**config.mk**
```make
export PLATFORM = sky130hd
export DESIGN_NAME = cordic_rotator_arbiter_flat
export DESIGN_NICKNAME = d
export VERILOG_FILES = /design/src/rtl/cordic_rotator_arbiter_if.sv /design/src/rtl/cordic_rotator_arbiter.sv /design/src/flat_wrapper.sv
export SDC_FILE = /design/constraint.sdc
export NUM_CORES = 1
export LEC_CHECK = 0
export ABC_CLOCK_PERIOD_IN_PS = 2800
export BUFFER_PORTS_ARGS = -buffer_cell sky130_fd_sc_hd__buf_2
export CELL_PAD_IN_SITES_DETAIL_PLACEMENT = 1
export CELL_PAD_IN_SITES_GLOBAL_PLACEMENT = 2
export CORE_ASPECT_RATIO = 0.5
export CORE_MARGIN = 8
export CORE_UTILIZATION = 35
export CTS_CLUSTER_DIAMETER = 50
export CTS_CLUSTER_SIZE = 20
export DETAILED_ROUTE_END_ITERATION = 12
export PLACE_DENSITY = 0.74
export SLEW_MARGIN = 0
export SYNTH_ARGS = -nofsm -noshare
export SYNTH_HDL_FRONTEND = slang
export SYNTH_SLANG_ARGS = --single-unit
```
**constraint.sdc**
```tcl
create_clock -name clock -period 2.8 [get_ports clock]
set_input_delay 0.42 -clock clock [delete_from_list [all_inputs] [get_ports clock]]
set_output_delay 0.42 -clock clock [all_outputs]
set_load 0.05 [all_outputs]
```
**src/rtl/cordic_rotator_arbiter_if.sv**
```systemverilog
// Operand/result channel: valid/ready handshake carrying an (x, y, angle) triple.
interface cordic_rotator_arbiter_if #(
  parameter int unsigned WIDTH = 16
);
  logic             valid;
  logic             ready;
  logic [WIDTH-1:0] x;
  logic [WIDTH-1:0] y;
  logic [WIDTH-1:0] a;

  modport master (output valid, output x, output y, output a, input ready);
  modport slave  (input valid, input x, input y, input a, output ready);
endinterface

```
**src/rtl/cordic_rotator_arbiter.sv**
```systemverilog
// Shares one non-stallable pipelined CORDIC rotator between two requesters.
// Round-robin issue is gated by per-requester credits so that every result
// leaving the rotator always has a free slot in its response FIFO.
module cordic_rotator_arbiter #(
  parameter int unsigned WIDTH       = 16,
  parameter int unsigned ROT_LATENCY = 16,
  parameter int unsigned RSP_DEPTH   = 4
) (
  input  logic                     clock,
  input  logic                     rstn,
  cordic_rotator_arbiter_if.slave  req0,
  cordic_rotator_arbiter_if.slave  req1,
  cordic_rotator_arbiter_if.master rsp0,
  cordic_rotator_arbiter_if.master rsp1,
  output logic [WIDTH-1:0]         rot_in_x,
  output logic [WIDTH-1:0]         rot_in_y,
  output logic [WIDTH-1:0]         rot_in_a,
  input  logic [WIDTH-1:0]         rot_out_x,
  input  logic [WIDTH-1:0]         rot_out_y,
  input  logic [WIDTH-1:0]         rot_out_a,
  output logic                     busy
);

  localparam int unsigned CW = $clog2(RSP_DEPTH + 1);
  localparam int unsigned PW = (RSP_DEPTH > 1) ? $clog2(RSP_DEPTH) : 1;
  localparam int unsigned TL = ROT_LATENCY;
  localparam int unsigned DW = 3 * WIDTH;

  logic [1:0]    req_valid;
  logic [1:0]    rsp_ready;
  logic [1:0]    elig;
  logic [1:0]    grant;
  logic [1:0]    wr;
  logic [1:0]    pop;
  logic [1:0]    nonempty;
  logic [DW-1:0] req_data [2];
  logic [CW-1:0] credit [2];
  logic [CW-1:0] count [2];
  logic [PW-1:0] rd_ptr [2];
  logic [PW-1:0] wr_ptr [2];
  logic [DW-1:0] mem [2][RSP_DEPTH];
  logic          last_grant;
  logic [TL:0]   tag_valid;
  logic [TL:0]   tag_id;
  logic [DW-1:0] rot_in;

  // Circular pointer advance for a FIFO of RSP_DEPTH entries.
  function automatic logic [PW-1:0] ptr_inc(input logic [PW-1:0] p);
    if (p == PW'(RSP_DEPTH - 1)) return '0;
    return p + PW'(1);
  endfunction

  assign req_valid   = {req1.valid, req0.valid};
  assign rsp_ready   = {rsp1.ready, rsp0.ready};
  assign req_data[0] = {req0.x, req0.y, req0.a};
  assign req_data[1] = {req1.x, req1.y, req1.a};

  // Eligibility, round-robin grant, FIFO write/pop strobes.
  always_comb begin
    elig     = '0;
    grant    = '0;
    wr       = '0;
    pop      = '0;
    nonempty = '0;
    for (int n = 0; n < 2; n++) begin
      nonempty[n] = (count[n] != '0);
      elig[n]     = rstn && req_valid[n] && (credit[n] != '0);
      wr[n]       = tag_valid[TL] && (tag_id[TL] == 1'(n));
      pop[n]      = nonempty[n] && rsp_ready[n];
    end
    if (elig[0] && (!elig[1] || last_grant)) begin
      grant[0] = 1'b1;
    end else if (elig[1]) begin
      grant[1] = 1'b1;
    end
  end

  // Round-robin pointer and registered rotator operands.
  always_ff @(posedge clock or negedge rstn) begin
    if (!rstn) begin
      last_grant <= 1'b1;
      rot_in     <= '0;
    end else if (|grant) begin
      last_grant <= grant[1];
      rot_in     <= grant[1] ? req_data[1] : req_data[0];
    end
  end

  // Tag pipe tracking which requester owns each op inside the rotator.
  always_ff @(posedge clock or negedge rstn) begin
    if (!rstn) begin
      tag_valid <= '0;
      tag_id    <= '0;
    end else begin
      tag_valid[0] <= |grant;
      tag_id[0]    <= grant[1];
      for (int i = 1; i <= int'(TL); i++) begin
        tag_valid[i] <= tag_valid[i-1];
        tag_id[i]    <= tag_id[i-1];
      end
    end
  end

  // Credit counters and response FIFO occupancy/pointers.
  always_ff @(posedge clock or negedge rstn) begin
    if (!rstn) begin
      for (int n = 0; n < 2; n++) begin
        credit[n] <= CW'(RSP_DEPTH);
        count[n]  <= '0;
        rd_ptr[n] <= '0;
        wr_ptr[n] <= '0;
      end
    end else begin
      for (int n = 0; n < 2; n++) begin
        if (grant[n] && !pop[n]) begin
          credit[n] <= credit[n] - CW'(1);
        end else if (pop[n] && !grant[n]) begin
          credit[n] <= credit[n] + CW'(1);
        end
        if (wr[n] && !pop[n]) begin
          count[n] <= count[n] + CW'(1);
        end else if (pop[n] && !wr[n]) begin
          count[n] <= count[n] - CW'(1);
        end
        if (wr[n]) wr_ptr[n] <= ptr_inc(wr_ptr[n]);
        if (pop[n]) rd_ptr[n] <= ptr_inc(rd_ptr[n]);
      end
    end
  end

  // Response storage; contents are don't-care until written.
  always_ff @(posedge clock) begin
    for (int n = 0; n < 2; n++) begin
      if (wr[n]) mem[n][wr_ptr[n]] <= {rot_out_x, rot_out_y, rot_out_a};
    end
  end

  assign rot_in_x = rot_in[DW-1 -: WIDTH];
  assign rot_in_y = rot_in[DW-WIDTH-1 -: WIDTH];
  assign rot_in_a = rot_in[WIDTH-1:0];

  assign req0.ready = grant[0];
  assign req1.ready = grant[1];

  assign rsp0.valid = nonempty[0];
  assign rsp0.x     = mem[0][rd_ptr[0]][DW-1 -: WIDTH];
  assign rsp0.y     = mem[0][rd_ptr[0]][DW-WIDTH-1 -: WIDTH];
  assign rsp0.a     = mem[0][rd_ptr[0]][WIDTH-1:0];
  assign rsp1.valid = nonempty[1];
  assign rsp1.x     = mem[1][rd_ptr[1]][DW-1 -: WIDTH];
  assign rsp1.y     = mem[1][rd_ptr[1]][DW-WIDTH-1 -: WIDTH];
  assign rsp1.a     = mem[1][rd_ptr[1]][WIDTH-1:0];

  assign busy = (|tag_valid) || (|nonempty);

  // Credits guarantee a slot; a capture into a full FIFO means the accounting broke.
  a_no_overflow: assert property (@(posedge clock) disable iff (!rstn)
    !(wr[0] && (count[0] == CW'(RSP_DEPTH))) && !(wr[1] && (count[1] == CW'(RSP_DEPTH))));

endmodule

```
**src/flat_wrapper.sv**
```systemverilog
// flat-port wrapper written by rule: the top's interface ports become plain ports
module cordic_rotator_arbiter_flat 
#(
  parameter int unsigned WIDTH       = 16,
  parameter int unsigned ROT_LATENCY = 16,
  parameter int unsigned RSP_DEPTH   = 4
)
  (clock, rstn, rot_in_x, rot_in_y, rot_in_a, rot_out_x, rot_out_y, rot_out_a, busy, req0_valid, req0_x, req0_y, req0_a, req0_ready, req1_valid, req1_x, req1_y, req1_a, req1_ready, rsp0_valid, rsp0_x, rsp0_y, rsp0_a, rsp0_ready, rsp1_valid, rsp1_x, rsp1_y, rsp1_a, rsp1_ready);
  cordic_rotator_arbiter_if #(.WIDTH(WIDTH)) req0_i ();
  cordic_rotator_arbiter_if #(.WIDTH(WIDTH)) req1_i ();
  cordic_rotator_arbiter_if #(.WIDTH(WIDTH)) rsp0_i ();
  cordic_rotator_arbiter_if #(.WIDTH(WIDTH)) rsp1_i ();
  input  logic clock;
  input  logic rstn;
  output logic [WIDTH-1:0] rot_in_x;
  output logic [WIDTH-1:0] rot_in_y;
  output logic [WIDTH-1:0] rot_in_a;
  input  logic [WIDTH-1:0] rot_out_x;
  input  logic [WIDTH-1:0] rot_out_y;
  input  logic [WIDTH-1:0] rot_out_a;
  output logic busy;
  input wire logic [$bits(req0_i.valid)-1:0] req0_valid;
  input wire logic [$bits(req0_i.x)-1:0] req0_x;
  input wire logic [$bits(req0_i.y)-1:0] req0_y;
  input wire logic [$bits(req0_i.a)-1:0] req0_a;
  output wire logic [$bits(req0_i.ready)-1:0] req0_ready;
  input wire logic [$bits(req1_i.valid)-1:0] req1_valid;
  input wire logic [$bits(req1_i.x)-1:0] req1_x;
  input wire logic [$bits(req1_i.y)-1:0] req1_y;
  input wire logic [$bits(req1_i.a)-1:0] req1_a;
  output wire logic [$bits(req1_i.ready)-1:0] req1_ready;
  output wire logic [$bits(rsp0_i.valid)-1:0] rsp0_valid;
  output wire logic [$bits(rsp0_i.x)-1:0] rsp0_x;
  output wire logic [$bits(rsp0_i.y)-1:0] rsp0_y;
  output wire logic [$bits(rsp0_i.a)-1:0] rsp0_a;
  input wire logic [$bits(rsp0_i.ready)-1:0] rsp0_ready;
  output wire logic [$bits(rsp1_i.valid)-1:0] rsp1_valid;
  output wire logic [$bits(rsp1_i.x)-1:0] rsp1_x;
  output wire logic [$bits(rsp1_i.y)-1:0] rsp1_y;
  output wire logic [$bits(rsp1_i.a)-1:0] rsp1_a;
  input wire logic [$bits(rsp1_i.ready)-1:0] rsp1_ready;
  assign req0_i.valid = req0_valid;
  assign req0_i.x = req0_x;
  assign req0_i.y = req0_y;
  assign req0_i.a = req0_a;
  assign req0_ready = req0_i.ready;
  assign req1_i.valid = req1_valid;
  assign req1_i.x = req1_x;
  assign req1_i.y = req1_y;
  assign req1_i.a = req1_a;
  assign req1_ready = req1_i.ready;
  assign rsp0_valid = rsp0_i.valid;
  assign rsp0_x = rsp0_i.x;
  assign rsp0_y = rsp0_i.y;
  assign rsp0_a = rsp0_i.a;
  assign rsp0_i.ready = rsp0_ready;
  assign rsp1_valid = rsp1_i.valid;
  assign rsp1_x = rsp1_i.x;
  assign rsp1_y = rsp1_i.y;
  assign rsp1_a = rsp1_i.a;
  assign rsp1_i.ready = rsp1_ready;
  cordic_rotator_arbiter #(.WIDTH(WIDTH), .ROT_LATENCY(ROT_LATENCY), .RSP_DEPTH(RSP_DEPTH)) u_core (.clock(clock), .rstn(rstn), .req0(req0_i), .req1(req1_i), .rsp0(rsp0_i), .rsp1(rsp1_i), .rot_in_x(rot_in_x), .rot_in_y(rot_in_y), .rot_in_a(rot_in_a), .rot_out_x(rot_out_x), .rot_out_y(rot_out_y), .rot_out_a(rot_out_a), .busy(busy));
endmodule
```
======== Word-level counts from Yosys, hierarchy flattened ========
Memories as Yosys holds them, arrays and structs flattened.
Cells that the tools add are included.
storage, ports and cells
  memory bits (writable) .................. 384
  logic and storage cells ................. 125
  flip-flop bits (word level) ............. 103
  input port bits ......................... 150
  memories ................................ 1
  output and inout port bits .............. 149
cells by class
  $lt $le $gt $ge ......................... 6
  $add $sub $neg .......................... 12
  equality and inequality tests ........... 4
  bitwise gates (word level) .............. 5
  reductions and logical operators ........ 40
  multiplexer cells ....................... 45
memories
  name        words  width  read ports  clocked after memory_dff  write ports  RTL line                      RTL
  u_core.mem  2      192    2           0                         1            cordic_rotator_arbiter.sv:41  logic [DW-1:0] mem [2][RSP_DEPTH];
operators by type and width
  kind                                                        count
  2-to-1 mux 192 bit                                          4
  2-to-1 mux 48 bit                                           7
  binary-select mux 48 bit (select 2 bit)                     2
  demux 48 bit (select 2 bit)                                 2
  OR reduction 192 bit                                        1
  2-to-1 mux 3 bit                                            8
  logical AND 1 bit                                           19
  OR reduction 17 bit                                         1
  2-to-1 mux 2 bit                                            8
  2-to-1 mux 1 bit                                            14
  adder 3 x 1 -> 3 bit, second input constant                 4
  >= comparator 3 bit, second input constant                  4
  NOT 2 -> 3 bit                                              4
  nonzero test 3 bit                                          4
  subtractor 3 x 1 -> 3 bit, second input constant            4
  adder 2 x 1 -> 2 bit, second input constant                 4
  equality test 2 bit, second input constant                  4
  nonzero test 2 bit                                          4
  logical NOT 1 bit                                           7
  less-than comparator 3 x 1 -> 1 bit, second input constant  2
  OR reduction 2 bit                                          2
  logical OR 1 bit                                            2
  NOT 1 bit                                                   1

======== Longest topological paths before layout ========
Gate-level depths: netlist of run 1.
  word-level depth ........................ 10
  depth in mapped cells ................... 11
  depth with buffers taken out ............ 9

======== Worst setup path after synthesis of run 1 ========
Ideal clock, no wire load.
  kind .................................... register -> register
  start ................................... register u_core.credit[4] (netlist bit)
  end ..................................... register u_core.credit[2] (netlist bit)
  setup slack ............................. 245 ps
  data required time ...................... 2725 ps
  library setup time ...................... 75 ps
  buffers on the path ..................... 2
  period minus slack after synthesis ...... 2555 ps
  stages on the path, launching flop included .. 12
  arrival ................................. 2480 ps
  cells stage by stage .................... dfrtp_1 > o311ai_4 > o21bai_1 > buf_4 > buf_4 > inv_2 > ha_1 > inv_1 > fa_1 > xor2_1 > nor2_1 > xor2_1
between the ends
  longest elaborated chain between the ends .. 7
  elaborated cells between the ends (all ways) .. 9
  those cells by class .................... 2 x mux; 7 x reduce/logical
ends and longest elaborated chain
  element                          RTL line                       RTL
  start, declared                  cordic_rotator_arbiter.sv:37   logic [CW-1:0] credit [2];
  start signal, assigned by index  cordic_rotator_arbiter.sv:108  credit[n] <= CW'(RSP_DEPTH);
  start signal, assigned by index  cordic_rotator_arbiter.sv:116  credit[n] <= credit[n] - CW'(1);
  start signal, assigned by index  cordic_rotator_arbiter.sv:118  credit[n] <= credit[n] + CW'(1);
  nonzero test 3 bit (*)           cordic_rotator_arbiter.sv:67   elig[n] = rstn && req_valid[n] && (credit[n] != '0);
  logical AND 1 bit (*)            cordic_rotator_arbiter.sv:67
  logical AND 1 bit (*)            cordic_rotator_arbiter.sv:71   if (elig[0] && (!elig[1] || last_grant)) begin
  2-to-1 mux 1 bit (*)             cordic_rotator_arbiter.sv:71
  named net req1_ready             flat_wrapper.sv:31             output wire logic [$bits(req1_i.ready)-1:0] req1_ready;
  logical NOT 1 bit                cordic_rotator_arbiter.sv:117  end else if (pop[n] && !grant[n]) begin
  logical AND 1 bit                cordic_rotator_arbiter.sv:117
  nonzero test 2 bit (no line)     n/a
Mark *: on every way through the listed nets, which the timed path passes. The rest lies on a longest branch.
A chain may end at the register's enable or synchronous reset.

======== Worst setup path after layout of run 1 ========
  start ................................... register u_core.rd_ptr[0] (netlist bit)
  end ..................................... output rsp1_x[11]
between the ends
  longest elaborated chain between the ends .. 4
ends and longest elaborated chain
  element                                               RTL line                       RTL
  start, declared                                       cordic_rotator_arbiter.sv:39   logic [PW-1:0] rd_ptr [2];
  start signal, assigned by index                       cordic_rotator_arbiter.sv:126  if (pop[n]) rd_ptr[n] <= ptr_inc(rd_ptr[n]);
  NOT 2 -> 3 bit (not written as such)                  cordic_rotator_arbiter.sv:150  assign rsp1.x = mem[1][rd_ptr[1]][DW-1 -: WIDTH];
  binary-select mux 48 bit (select 2 bit)               cordic_rotator_arbiter.sv:150
  2-to-1 mux 48 bit (not written as such) (2 in a row)  cordic_rotator_arbiter.sv:150
  end, declared                                         flat_wrapper.sv:38             output wire logic [$bits(rsp1_i.x)-1:0] rsp1_x;
Every way passes these cells. The select of a mux whose other input is x is not followed.

==> results.sh, run 1 <==
export IMPL_status="complete, no violations"
export IMPL_crit_buf_inv=2
export IMPL_htree_levels=2
export IMPL_grt_pass1_vias=10400
export IMPL_cts_sinks=487
export IMPL_core_area_um2=51600
export IMPL_power_density_nw_per_um2=1120
export IMPL_cp_end_kind="output pin"
export IMPL_cts_made_buffers=36
export IMPL_yosys_area_top_type="edfxtp_1"
export IMPL_power_leakage_nw=7.84
export IMPL_async_reset_ff_share_pct=21.1
export IMPL_dp_hpwl_um=27700
export IMPL_clock_path_buffers=3
export IMPL_vias=9160
export IMPL_worstSetupStartpoint="u_core.rd_ptr[0]"
export IMPL_ys_seq_area_share_pct=77.7
export IMPL_slew_viol_final=0
export IMPL_overflow=0
export IMPL_routedWlPerCell_um=23.1
export IMPL_ant_nets=0
export IMPL_syn_inst=819
export IMPL_setup_tns_final_ns=0
export IMPL_area_growth_pct=21.3
export IMPL_worst_path_max_fanout=20
export IMPL_clk_pin_slew_ns=0.08
export IMPL_clkLatencyLatePin_ns=0.53
export IMPL_fp_dieH_um=177
export IMPL_fin_crit_sh_pct=96.0
export IMPL_setup_viol=0
export IMPL_synthDistinctLibCells=34
export IMPL_syn_nets=987
export IMPL_start_util_pct=35.2
export IMPL_start_kind="register"
export IMPL_ys_flop_type="edfxtp_1"
export IMPL_antenna_cells=0
export IMPL_finalWirelength_um=43100
export IMPL_min_path_type="in -> async"
export IMPL_arrival_ns=2.27
export IMPL_worstPathRequired_ns=2.38
export IMPL_hold_violations=0
export IMPL_viasPerCell=4.91
export IMPL_post_cts_resized=0
export IMPL_yosysMostFrequentCell="edfxtp_1"
export IMPL_crit_chain="buf_12 -> mux4_2 -> buf_2"
export IMPL_synth_top_area_share_pct=63.5
export IMPL_finalCriticalPeriod_ns=2.69
export IMPL_finalNetCount=1308
export IMPL_cts_setup_buffers=2
export IMPL_fillCellCount=4953
export IMPL_crit_family="flip-flops"
export IMPL_slew_headroom_pct=51.2
export IMPL_cts_tree="done"
export IMPL_grt_first_pass_wirelength_um=64200
export IMPL_first_pass_iters=4
export IMPL_clockRootBuffer="clkbuf_16"
export IMPL_synth_area_um2=18200
export IMPL_ios=299
export IMPL_tightest_slew_ns=0.731
export IMPL_antenna_found_initial=0
export IMPL_rsz0062_at_grt="no"
export IMPL_cts_hold_fix_buffers=0
export IMPL_finalInstanceArea_um2=22000
export IMPL_fin_util_pct=42.7
export IMPL_grt_total_usage_pct=14.0
export IMPL_timing_fmax_ghz=0.372
export IMPL_die_w_um=338
export IMPL_r2r_start="u_core.count[0]"
export IMPL_ys_ff_latch=487
export IMPL_dieArea_um2=59900
export IMPL_drive_gt1_share_pct=43.0
export IMPL_synth_warnings=0
export IMPL_peakVddDrop_uv=553
export IMPL_placed_area_um2=20700
export IMPL_rows=59
export IMPL_pre_cts_ws_ns=0.423
export IMPL_place_congestion=0.736
export IMPL_postSynthAreaPerCell_um2=22.2
export IMPL_crit_type="reg -> out"
export IMPL_ys_top_cells_by_area="edfxtp_1 64%, dfrtp_1 14%, mux4_2 12%"
export IMPL_setup_slack_ns=0.112
export IMPL_cpPeakStageDelay_ns=0.69
export IMPL_drt_first_iter_violations=480
export IMPL_grt_max_degree=57
export IMPL_drc=0
export IMPL_synth_edf_count=384
export IMPL_skew_ns=0.0263
export IMPL_port_buffers=298
export IMPL_slowest_stage="dfrtp_4"
export IMPL_maxCapViolCount=0
export IMPL_synth_common_cells="384 x edfxtp_1, 100 x dfrtp_1, 96 x mux4_2, 48 x nand3b_1, 48 x o221a_1"
path summary, 6_finish.rpt:
check                                          to  slack, ns  cells after the start
worst min-delay path             u_core.rd_ptr[2]       0.07                      2
worst max register to register   u_core.credit[2]       0.41                      8
worst min register to register  u_core.tag_id[15]       0.35                      0
worst max-delay path                   rsp1_x[11]       0.11                      3
min in group clock              u_core.mem[0][16]       0.14                      1
max in group asynchronous       u_core.rot_in[23]       2.17                      2
per-stage QoR:
step / hold slack [ns] / instances / power (W)
2_1_floorplan: 0.124 / 819 / 0.0167
3_3_place_gp: 0.332 / 1801 / 0.0194
3_5_place_dp: 0.336 / 1801 / 0.0196
4_1_cts: 0.0697 / 1866 / 0.0252
5_1_grt: 0.0999 / 1866 / 0.0257
6_report: 0.0740 / 1866 / 0.0247
sequential cells by signal, summed over array words and instances (netlist names):
register           flops
u_core.tag_id         17
u_core.count           6
u_core.rd_ptr          4
u_core.mem           384
u_core.tag_valid      17
u_core.credit          6
u_core.wr_ptr          4
u_core.last_grant      1
u_core.rot_in         48
final cells by class:
type / instances / area, um^2 / area share [%]
clock buffers: 46 / 991 / 4.50
clock inverters: 17 / 229 / 1.04
inverters: 16 / 60.1 / 0.273
multi-input cells: 273 / 3810 / 17.3
flip-flops and latches: 487 / 14100 / 64.2
well taps: 701 / 877 / 3.98
repair buffers: 326 / 1920 / 8.72
placed cells by master, fill, tap and decap left out, drive strengths merged, types with 6 or more instances in the layout:
cell | Yosys | routed
clkbuf | 16 | 46
xor2 | 8 | 8
buf | 27 | 326
dfrtp | 100 | 100
mux2 | 6 | 6
nor2 | 8 | 8
inv | 16 | 23
nand3b | 48 | 48
edfxtp | 384 | 384
nand2 | 6 | 6
ha | 14 | 14
o221a | 48 | 48
clkinv | 0 | 7
mux4 | 96 | 96
routing by layer:
layer	routed length (um)	vias up	GRT usage [%]	part of all wire [%]
li1	-	4010	-	-
met1	17500	4891	16.8	41
met2	23400	198	26.1	54
met3	1400	61	2.54	3.2
met4	852	0	3.28	2.0
met5	0	-	0	0
power by group:
part           internal, W  switching (W)
clock              0.00280        0.00257
combinational      0.00308        0.00665
sequential         0.00893       0.000685
total               0.0148        0.00990
kinds of logic (layout without fill, tap and decap cells):
group	after synthesis	count (layout)	synth area share [%]
compound gates	57	57	3.50
xor+xnor	12	12	0.579
fa+ha+maj	18	18	1.41
buf+inv	59	405	1.43
flops	487	487	77.7
mux	104	104	12.4
simple gates	82	82	2.95
worst register-to-register path, cell delays in order, from the launching register on:
cell and delay [ns]:
dfrtp_1 0.43, or3_1 0.42, nand2_1 0.22, ha_1 0.24, inv_1 0.07, fa_1 0.45, xor2_1 0.16, nor2_1 0.12
xor2_1 0.19
Power figures use the tool's default switching activity.
==> run 2, diff against run 1 <==
- CTS_CLUSTER_SIZE: 20 -> not set
- RECOVER_POWER: not set -> 25
==> results.sh, run 2 (same netlist as run 1, synthesis figures left out) <==
export IMPL_clk_pin_slew_ns=0.06
export IMPL_slew_headroom_pct=50.5
export IMPL_clockRootBuffer="clkbuf_16"
export IMPL_final_cells=1897
export IMPL_rr_worst_depth=8
export IMPL_dieArea_um2=59900
export IMPL_area_growth_pct=23.5
export IMPL_r2r_end="u_core.credit[2]"
export IMPL_first_pass_iters=4
export IMPL_setup_tns_final_ns=0
export IMPL_setup_viol=0
export IMPL_drive_gt1_share_pct=40.5
export IMPL_placed_area_um2=20700
export IMPL_ios=299
export IMPL_regArea_um2=14100
export IMPL_finalInstanceArea_um2=22400
export IMPL_post_cts_resized=0
export IMPL_antenna_cells=0
export IMPL_hold_violations=0
export IMPL_multiInputGateArea_um2=3810
export IMPL_crit_type="reg -> out"
export IMPL_drc=0
export IMPL_maxCapViolCount=0
export IMPL_vias=9316
export IMPL_grt_pass1_vias=10500
export IMPL_r2r_start="u_core.count[0]"
export IMPL_rows=59
export IMPL_numPlacedInstances=1801
export IMPL_arrival_ns=2.24
export IMPL_htree_levels=2
export IMPL_slew_viol_final=0
export IMPL_drt_first_iter_violations=471
export IMPL_finalCriticalPeriod_ns=2.66
export IMPL_largest_reg_flops=384
export IMPL_overflow=0
export IMPL_fillCellCount=4940
export IMPL_min_path_type="in -> async"
export IMPL_cts_made_buffers=47
export IMPL_grt_total_usage_pct=14.3
export IMPL_status="complete, no violations"
export IMPL_worstPathRequired_ns=2.38
export IMPL_clkLatencyLatePin_ns=0.57
export IMPL_cts_sinks=487
export IMPL_fin_util_pct=43.4
export IMPL_power_leakage_nw=7.96
export IMPL_power_density_nw_per_um2=1160
export IMPL_clock_path_buffers=3
export IMPL_peakVddDrop_uv=554
export IMPL_final_common_cell="edfxtp_1"
export IMPL_cts_tree="done"
export IMPL_start_util_pct=35.2
export IMPL_ant_nets=0
export IMPL_port_buffers=298
export IMPL_final_cell_mix="384 x edfxtp_1, 258 x buf_2, 96 x mux4_2, 96 x dfrtp_1, 49 x clkbuf_16"
export IMPL_worst_path_max_fanout=18
export IMPL_finalWirelength_um=43800
export IMPL_reg2reg_slack_ns=0.42
export IMPL_fin_crit_sh_pct=95.0
export IMPL_place_congestion=0.736
export IMPL_core_area_um2=51600
export IMPL_tightest_slew_ns=0.742
export IMPL_die_w_um=338
export IMPL_grt_first_pass_wirelength_um=65300
export IMPL_timing_fmax_ghz=0.376
export IMPL_start_kind="register"
export IMPL_viasPerCell=4.91
export IMPL_antenna_found_initial=0
export IMPL_rsz0062_at_grt="no"
export IMPL_routedWlPerCell_um=23.1
export IMPL_fp_dieH_um=177
export IMPL_cp_end_kind="output pin"
export IMPL_dp_hpwl_um=27700
export IMPL_grt_max_degree=57
export IMPL_finalNetCount=1327
export IMPL_skew_ns=0.0341
[run 2: timing repair]
action | in CTS | in global routing
setup buffers | 2 | 8
endpoints found under the setup margin | 59 | 1
hold buffers | 0 | 0
pin swaps | 0 | 0
[run 2: routing by layer]
metal	wire (um)	up-vias	global-route usage (%)	share of wire, %
li1	-	4058	-	-
met1	17500	4963	17.2	40
met2	23700	224	26.2	54
met3	1610	71	2.52	3.7
met4	1020	0	3.88	2.3
met5	0	-	0	0
[run 2: worst max-delay path, stage by stage (launching register included)]
cell	delay, ns
dfrtp_4	0.60
buf_12	0.24
mux4_2	0.56
buf_2	0.24
[run 2: worst max path at each step]
stage	from	to	slack, ns	cells after the start
floorplan	u_core.credit[4]	u_core.credit[2]	0.25	11
global placement	u_core.rd_ptr[0]	rsp1_x[11]	0.51	3
detailed placement	u_core.count[0]	u_core.credit[2]	0.42	8
CTS	u_core.rd_ptr[0]	rsp1_x[11]	0.03	3
global route	u_core.rd_ptr[2]	rsp0_a[14]	0.04	3
finish	u_core.rd_ptr[2]	rsp0_x[10]	0.14	3
[run 2: metrics by stage]
stage                     hold WS (ns)  total power (W)  worst slack [ns]
after floorplan                  0.124           0.0167             0.245
after global placement           0.332           0.0194             0.512
after detailed placement         0.336           0.0196             0.423
after CTS                       0.0416           0.0263            0.0281
after global routing            0.0795           0.0270            0.0411
final                           0.0402           0.0260             0.139
[run 2: layout make-up]
type                    instances  area share [%]
flip-flops and latches        487            63.0
multi-input cells             273            17.0
repair buffers                334            8.67
clock buffers                  61            5.80
well taps                     701            3.91
clock inverters                25            1.34
inverters                      16           0.268
[run 2: power breakdown]
group	internal, W	leakage [nW]	switching [W]
combinational	0.00316	2.51	0.00675
clock	0.00377	0.775	0.00271
sequential	0.00895	4.68	0.000615
total	0.0159	7.96	0.0101
